--- src/rtl/clutter_recur_filter.sv ---
// First-order recursive clutter-map update y = k*x + (1-k)*yprev, with a frame-synchronous
// coefficient latch and first-frame init FSM. Optional detection flag: define CLUT_RECUR_DET_EN.
module clutter_recur_filter #(
  parameter int unsigned DATA_W    = 16,
  parameter int unsigned COEF_W    = 16,
  parameter int unsigned COEF_FRAC = 10,
  parameter int unsigned IDX_W     = 16
) (
  input  logic              sys_clk,
  input  logic              sys_rst,
  input  logic              frame_start,
  input  logic              init_req,
  input  logic [COEF_W-1:0] coeff_k,
  input  logic              in_vld,
  input  logic [DATA_W-1:0] in_x,
  input  logic [DATA_W-1:0] in_yprev,
  input  logic [DATA_W-1:0] det_offset,
  output logic              out_vld,
  output logic [DATA_W-1:0] out_y,
  output logic              out_sof,
  output logic [IDX_W-1:0]  out_idx,
  output logic              det_flag,
  output logic              coeff_err
);

  localparam int unsigned KW  = COEF_FRAC + 1;
  localparam int unsigned PW  = DATA_W + COEF_FRAC + 1;
  localparam int unsigned SW  = PW + 1;
  localparam int unsigned DW1 = DATA_W + 1;

  localparam logic [KW-1:0]     ONE_K  = {1'b1, {COEF_FRAC{1'b0}}};
  localparam logic [COEF_W-1:0] ONE_C  = COEF_W'(ONE_K);
  localparam logic [SW-1:0]     HALF_S = SW'(1) << (COEF_FRAC - 1);

  typedef enum logic [1:0] {
    ST_IDLE = 2'd0,
    ST_INIT = 2'd1,
    ST_RUN  = 2'd2
  } state_t;

  state_t state_q;
  state_t state_d;

  logic [KW-1:0] k_r;
  logic          sof_pend;

  logic          accept_c;
  logic          init_mode_c;
  logic          sof_c;
  logic          det_c;
  logic [KW-1:0] k_clamp_c;
  logic [KW-1:0] k_eff_c;

  // Pipeline stage registers
  logic              s1_vld, s1_init, s1_sof, s1_det;
  logic [DATA_W-1:0] s1_x, s1_yp;
  logic [KW-1:0]     s1_k;
  logic              s2_vld, s2_init, s2_sof, s2_det;
  logic [DATA_W-1:0] s2_x;
  logic [PW-1:0]     s2_p0, s2_p1;
  logic              s3_vld, s3_init, s3_sof, s3_det;
  logic [DATA_W-1:0] s3_x;
  logic [SW-1:0]     s3_s;

  // State register
  always_ff @(posedge sys_clk) begin
    if (sys_rst) begin
      state_q <= ST_IDLE;
    end else begin
      state_q <= state_d;
    end
  end

  // Next-state logic: transitions happen only on frame_start
  always_comb begin
    state_d = state_q;
    if (frame_start) begin
      case (state_q)
        ST_IDLE: state_d = ST_INIT;
        ST_INIT: state_d = init_req ? ST_INIT : ST_RUN;
        ST_RUN:  state_d = init_req ? ST_INIT : ST_RUN;
        default: state_d = ST_IDLE;
      endcase
    end
  end

  // Sample qualification uses the post-transition state so a frame_start sample sees its new frame
  always_comb begin
    accept_c    = in_vld && (state_d != ST_IDLE);
    init_mode_c = (state_d == ST_INIT);
    sof_c       = frame_start | sof_pend;
    k_clamp_c   = (coeff_k > ONE_C) ? ONE_K : KW'(coeff_k);
    k_eff_c     = frame_start ? k_clamp_c : k_r;
  end

`ifdef CLUT_RECUR_DET_EN
  logic [DW1-1:0] det_thr_c;
  assign det_thr_c = DW1'(in_yprev) + DW1'(det_offset);
  assign det_c     = (DW1'(in_x) > det_thr_c);
`else
  logic det_offset_unused;
  assign det_offset_unused = ^det_offset;
  assign det_c             = 1'b0;
`endif

  // Frame-level control: coefficient latch, error flag, pending SOF tag
  always_ff @(posedge sys_clk) begin
    if (sys_rst) begin
      k_r       <= '0;
      coeff_err <= 1'b0;
      sof_pend  <= 1'b0;
    end else begin
      if (frame_start) begin
        k_r       <= k_clamp_c;
        coeff_err <= (coeff_k > ONE_C);
      end
      if (accept_c) begin
        sof_pend <= 1'b0;
      end else if (frame_start) begin
        sof_pend <= 1'b1;
      end
    end
  end

  // S1..S3: capture, multiply, sum with round-half-up
  always_ff @(posedge sys_clk) begin
    if (sys_rst) begin
      s1_vld  <= 1'b0;
      s1_init <= 1'b0;
      s1_sof  <= 1'b0;
      s1_det  <= 1'b0;
      s1_x    <= '0;
      s1_yp   <= '0;
      s1_k    <= '0;
      s2_vld  <= 1'b0;
      s2_init <= 1'b0;
      s2_sof  <= 1'b0;
      s2_det  <= 1'b0;
      s2_x    <= '0;
      s2_p0   <= '0;
      s2_p1   <= '0;
      s3_vld  <= 1'b0;
      s3_init <= 1'b0;
      s3_sof  <= 1'b0;
      s3_det  <= 1'b0;
      s3_x    <= '0;
      s3_s    <= '0;
    end else begin
      s1_vld  <= accept_c;
      s1_init <= init_mode_c;
      s1_sof  <= sof_c;
      s1_det  <= det_c;
      s1_x    <= in_x;
      s1_yp   <= in_yprev;
      s1_k    <= k_eff_c;

      s2_vld  <= s1_vld;
      s2_init <= s1_init;
      s2_sof  <= s1_sof;
      s2_det  <= s1_det;
      s2_x    <= s1_x;
      s2_p0   <= PW'(s1_x) * PW'(s1_k);
      s2_p1   <= PW'(s1_yp) * PW'(ONE_K - s1_k);

      s3_vld  <= s2_vld;
      s3_init <= s2_init;
      s3_sof  <= s2_sof;
      s3_det  <= s2_det;
      s3_x    <= s2_x;
      s3_s    <= SW'(s2_p0) + SW'(s2_p1) + HALF_S;
    end
  end

  // S4: output register; data and index hold through bubbles, tags are qualified by valid
  always_ff @(posedge sys_clk) begin
    if (sys_rst) begin
      out_vld  <= 1'b0;
      out_y    <= '0;
      out_sof  <= 1'b0;
      out_idx  <= '0;
      det_flag <= 1'b0;
    end else begin
      out_vld  <= s3_vld;
      out_sof  <= s3_vld & s3_sof;
      det_flag <= s3_vld & s3_det & ~s3_init;
      if (s3_vld) begin
        out_y   <= s3_init ? s3_x : DATA_W'(s3_s >> COEF_FRAC);
        out_idx <= s3_sof ? '0 : out_idx + IDX_W'(1);
      end
    end
  end

endmodule

--- config.mk ---
export PLATFORM = sky130hd
export DESIGN_NAME = clutter_recur_filter
export DESIGN_NICKNAME = d
export VERILOG_FILES = /design/src/rtl/clutter_recur_filter.sv
export SDC_FILE = /design/constraint.sdc
export NUM_CORES = 1
export LEC_CHECK = 0
export ABC_CLOCK_PERIOD_IN_PS = 6900
export BUFFER_PORTS_ARGS = -buffer_cell sky130_fd_sc_hd__clkbuf_2
export CAP_MARGIN = 20
export CORE_UTILIZATION = 30
export DETAILED_ROUTE_END_ITERATION = 10
export SYNTH_ARGS = -nofsm -noshare
export SYNTH_HDL_FRONTEND = slang
export SYNTH_SLANG_ARGS = --single-unit
--- constraint.sdc ---
create_clock -name sys_clk -period 6.9 [get_ports sys_clk]
set_input_delay 0 -clock sys_clk [delete_from_list [all_inputs] [get_ports sys_clk]]
set_output_delay 0 -clock sys_clk [all_outputs]
set_load 0.02 [all_outputs]
Word-level counts from Yosys, hierarchy flattened

Index checks and enable logic that the tools add are counted.

Word-level logic and storage cells: 47
Register bits: 200

Muxes and demuxes: 6
Equal/unequal tests: 3
$add $sub $neg: 4
Reductions and logical operators: 5
$lt $le $gt $ge: 1
$mul: 2
Bitwise logic cells: 2

Operators by type and width:

| kind                     | number |
|---|---|
| $mux W16                 | 2 |
| $add A26 B10 Y26 const B | 1 |
| $add A26 B26 Y26         | 1 |
| $mul A16 B11 Y26         | 1 |
| $mul A17 B12 Y26         | 1 |
| $add A16 B1 Y16 const B  | 1 |
| $gt A16 B11 Y1 const B   | 1 |
| $sub A11 B11 Y12 const A | 1 |
| $mux W11                 | 1 |
| $eq A2 B1 Y1 const B     | 2 |
| $mux W2                  | 2 |
| $pmux W2 S2              | 1 |
| $reduce_or A2 Y1         | 2 |
| $eq A2 B2 Y1 const B     | 1 |
| $logic_not A2 Y1         | 1 |
| $reduce_bool A2 Y1       | 1 |
| $and A1 B1 Y1            | 1 |
| $logic_and A1 B1 Y1      | 1 |
| $or A1 B1 Y1             | 1 |

Logic depth before layout (Yosys ltp)

Depth after elaboration: 7
Gate-level depth with buffers: 28
Mapped depth without buffers: 25

Worst setup path before layout

Ideal clock, no wire load.

Path type: reg2reg
From: reg s1_k[0]
To: reg s2_p1[24]
Buffers on the path: 2
Arrival time: 6152 ps
Stages on the path, launching flop included: 26
Period minus slack after synthesis: 6272 ps
Path slack: 628 ps
Cell sequence: dfxtp_1 -> clkbuf_1 -> inv_1 -> ha_1 -> nand2_1 -> or4b_4 -> xnor2_4 -> clkbuf_1 -> nand2_1 -> fa_1 -> fa_1 -> inv_1 -> fa_1 -> fa_1 -> inv_1 -> fa_1 -> inv_1 -> ha_1 -> nor3_1 -> nand3_1 -> a31oi_1 -> o21ai_1 -> nor4_1 -> o31ai_1 -> a31oi_1 -> mux2_2

Cells in the longest elaborated chain, start to end: 2

Ends and longest elaborated chain:

| what                     | RTL line | source |
|---|---|---|
| start: declaration       | 57       | `logic [KW-1:0] s1_k;` |
| start signal: assignment | 155      | `s1_k <= k_eff_c;` |
| $sub A11 B11 Y12         | 163      | `s2_p1 <= PW'(s1_yp) * PW'(ONE_K - s1_k);` |
| $mul A17 B12 Y26         | 163      |  |
| end signal: assignment   | 163      |  |
| end: declaration         | 60       | `logic [PW-1:0] s2_p0, s2_p1;` |

Every way passes these cells.
A chain may end at the register's enable or synchronous reset.

Final worst setup path

From: reg s1_k[2]
To: reg s2_p1[23]

Same word-level chain as after synthesis.

==> impl_results.md <==
* Cell Area, Synth at approximately 0.018 sq mm
* Gate Count Post-Synth at between 2000 and 2500
* Worst clock skew at 24.2 ps
* Count of different cell masters after synthesis at 66
* Dpl cell area at 0.0197 sq mm
* Final hold violation count at 0
* Synthesized area per cell at between 9 and 10 sq um
* Post-DR wirelength/cell at roughly 14 microns
* Leak Pwr at 9.79 nW
* Syn_nets at about 2500
* IO Port Bufs at 87
* DRT Pass-1 Iters at 5
* Mux cell area share after synthesis at 0.0110
* Pwr dens at ~120 mW/mm^2
* Clock transition at the registers of the reported paths at 80 ps
* Initial core utilization at 0.304
* CP startpoint: s1_k[2]
* I/O Pins at approximately 110
* Post-synthesis adder-cell area fraction at 0.412
* Yosys warnings at 0
* Xor/xnor cell area share of the yosys netlist at 0.0339
* Crit path arrival time at 6930 ps
* Switching Fraction at 0.309
* CP Launch Type: register
* Final-report setup violation count at 0
* Number of enable flip-flop cells after synthesis at 0
* Primary FF master, synth: dfxtp_1
* Async SR Flop Fraction at 0
* Share of layout cells above drive strength 1 at 0.0837
* CTS tree: built
* Antenna cell count at 0
* CTS Buf Count at 17
* Clock power frac at 0.424
* Remaining DRCs at 0
* Vias in the first global route at roughly 14000
* DRT antenna net count at 0
* Total power at 0.00258 W
* Max-slew violation count at 0
* Fin crit period at between 6000 and 7000 ps
* Worst rel slew slack at 0.445
* P_int at approximately 0.0018 W
* Status: finished, final reports clean
* HP Class: in -> reg
* Sequential share of power at 0.460
* Post-route cell area at ~0.021 sq mm
* Clk buf depth at 2
* Largest family of logic cells by synthesized area: adder cells
* Fin Hold WS at roughly 21 ps
* Nets at about 2600
* Top Registers: s2_p0 (26), s2_p1 (26)
* CP cell instances: nor4_2 -> nand2_1 -> or4b_4 -> xnor2_4 -> buf_12 -> and2_1 -> fa_1 -> inv_1 -> fa_1 -> inv_1 -> fa_1 -> fa_1 -> inv_1 -> fa_1 -> inv_1 -> ha_1 -> nand3_2 -> nor2_1 -> o2111ai_1 -> and2_1 -> a311oi_4 -> a21o_1 -> a211oi_1 -> a2111oi_1
* Register area share after synthesis at 0.207
* DP Wirelength at about 33 mm
* RSZ-0062 raised after global routing: no
* Gate power share at 0.116
* Layout filler cell count at between 6000 and 7000
* Total GRT Usage at 0.140
* H-tree lvl count at 4
* Die Y at between 200 and 250 microns
* Via count at about 13000
* Global route total overflow at 0
* Iter 0 DRT Violations at 625
* CTS Root Cell: clkbuf_16
* Maximum clock frequency at approximately 150 MHz
* Reg2Reg Launch Point: s1_k[2]
* CP max-delay cell: or4b_4
* Req. time, crit path at 7270 ps
* Worst Path Max Fanout at 13
* Die X at ~250 microns
* Worst Max-Slew Pin Slew at ~830 ps
* Post-synthesis compound-gate area fraction at 0.0610
* Die ar. at between 0.06 and 0.07 sq mm
* CP most frequent cell: fa_1
* Vias per cell at about 4.6
* Part of the cycle the worst path needs at 0.951
* Post-synthesis simple-gate area fraction at 0.188
* Synthesized flop and latch total at between 150 and 200
* CORE AREA at slightly above 0.06 sq mm
* Worst Path Buf+Inv at 5
* First-pass GRT wire length at approximately 70 mm
* Net switching power at between 0.0007 and 0.0008 W
* Worst-Skew Late Latency at 500 ps
* Worst VDD drop at between 0.0002 and 0.00025 V
* Setup_tns at 0 ps
* Initial antenna violation count at 0
* Maxcap violations at 0
* FP Rows at 90
* Max stage delay on crit path at about 580 ps
* Area Growth Syn to Fin at 13.9%
* Sink Count at between 150 and 200
* CP Class: reg -> reg
* Top Family by Delay on Critical Path: adder cells
* Largest net degree at the start of global routing at roughly 100
* Hold_sp: sys_rst
* Final wirelength at roughly 41 mm
* Placer Congestion at ~0.80
* Setup crit end kind: register
-- final timing paths --
| kind | to | slack [ps] | depth (start not counted) |
|---|---|---|---|
| worst min register to register | s3_x[5] | 440 | 1 |
| worst max-delay path | s2_p1[23] | 340 | 24 |
| worst min-delay path | s1_k[6] | 20 | 2 |
| worst max register to register | s2_p1[23] | 340 | 24 |
-- metrics by stage --
step | utilization | instances | worst slack [ps]
after global routing | 0.347 | 2909 | 3.70
after global placement | 0.325 | 2818 | 210
final | 0.347 | 2909 | 337
after detailed placement | 0.326 | 2820 | 168
after floorplan | - | 2019 | 628
after CTS | 0.345 | 2905 | 107
-- layout make-up --
type | count | area [sq um] | share of cell area
clock buffers | 17 | 425 | 0.0203
clock inverters | 15 | 226 | 0.0108
inverters | 329 | 1230 | 0.0589
multi-input cells | 1403 | 13000 | 0.622
flip-flops and latches | 190 | 3800 | 0.181
well taps | 782 | 978 | 0.0467
repair buffers | 173 | 1250 | 0.0597
-- worst reg2reg max path, cell delays in order (launching register included) --
cell	delay, ps
dfxtp_1	320
nor4_2	320
nand2_1	150
or4b_4	580
xnor2_4	170
buf_12	150
and2_1	170
fa_1	500
inv_1	50
fa_1	470
inv_1	50
fa_1	450
fa_1	490
inv_1	50
fa_1	480
inv_1	40
ha_1	380
nand3_2	140
nor2_1	150
o2111ai_1	140
and2_1	230
a311oi_4	370
a21o_1	170
a211oi_1	70
a2111oi_1	340
-- placed cells by master, fill, tap and decap left out, drive strengths merged, types with 11 or more instances in the layout --
| master | netlist | final |
|---|---|---|
| nor2b | 93 | 93 |
| nor2 | 126 | 126 |
| a21oi | 47 | 47 |
| nand2b | 11 | 11 |
| a21o | 25 | 25 |
| fa | 265 | 265 |
| buf | 7 | 34 |
| dlygate4sd3 | 0 | 53 |
| dfxtp | 190 | 190 |
| mux2i | 18 | 18 |
| o21ai | 26 | 26 |
| inv | 329 | 339 |
| a211oi | 23 | 23 |
| nand2 | 248 | 248 |
| xnor2 | 34 | 34 |
| ha | 182 | 182 |
| clkbuf | 90 | 103 |
| xor2 | 35 | 35 |
| and2 | 136 | 136 |
| nor3 | 22 | 22 |
-- power by group through the flow --
stage | logic, W | registers, W | clock network, W
2_1_floorplan | 0.000210 | 0.00118 | 0
3_3_place_gp | 0.000267 | 0.00121 | 0
6_report | 0.000300 | 0.00119 | 0.00109
5_1_grt | 0.000340 | 0.00119 | 0.00118
4_1_cts | 0.000299 | 0.00119 | 0.00114
3_5_place_dp | 0.000275 | 0.00121 | 0
-- routing by layer --
layer	wire length [microns]	share of wire	global-route usage	vias to the layer above
met3	1370	0.033	0.0196	58
met4	967	0.023	0.0531	0
met1	19100	0.46	0.181	6758
li1	-	-	-	6409
met2	19900	0.48	0.236	232
met5	0	0	0	-
-- synthesized netlist by cell type (11+ instances only) --
| library cell | instances | area [sq um] |
|---|---|---|
| a211oi_1 | 22 | 165 |
| nor2_1 | 126 | 473 |
| a21o_1 | 25 | 188 |
| ha_1 | 182 | 2280 |
| xnor2_1 | 33 | 289 |
| mux2i_1 | 18 | 180 |
| inv_1 | 329 | 1230 |
| nand2_1 | 248 | 931 |
| xor2_1 | 35 | 307 |
| fa_1 | 265 | 5310 |
| o21ai_0 | 22 | 110 |
| and2_1 | 136 | 851 |
| nor3_1 | 22 | 110 |
| a21oi_1 | 47 | 235 |
| dfxtp_1 | 190 | 3800 |
| clkbuf_1 | 90 | 338 |
| nand2b_1 | 11 | 68.8 |
| nor2b_1 | 93 | 582 |
-- repair_timing --
item,in CTS,in global routing
hold endpoints to repair,50,0
setup buffers,0,4
resized for setup,0,8
hold buffers,53,0
setup endpoints to repair,0,3
-- cell families after synthesis --
logic type      after synthesis
simple gates                701
fa+ha+maj                   447
buf+inv                     426
flops                       190
compound gates              165
xor+xnor                     69
mux                          20
other cells                   1
Power figures use the tool's default switching activity.
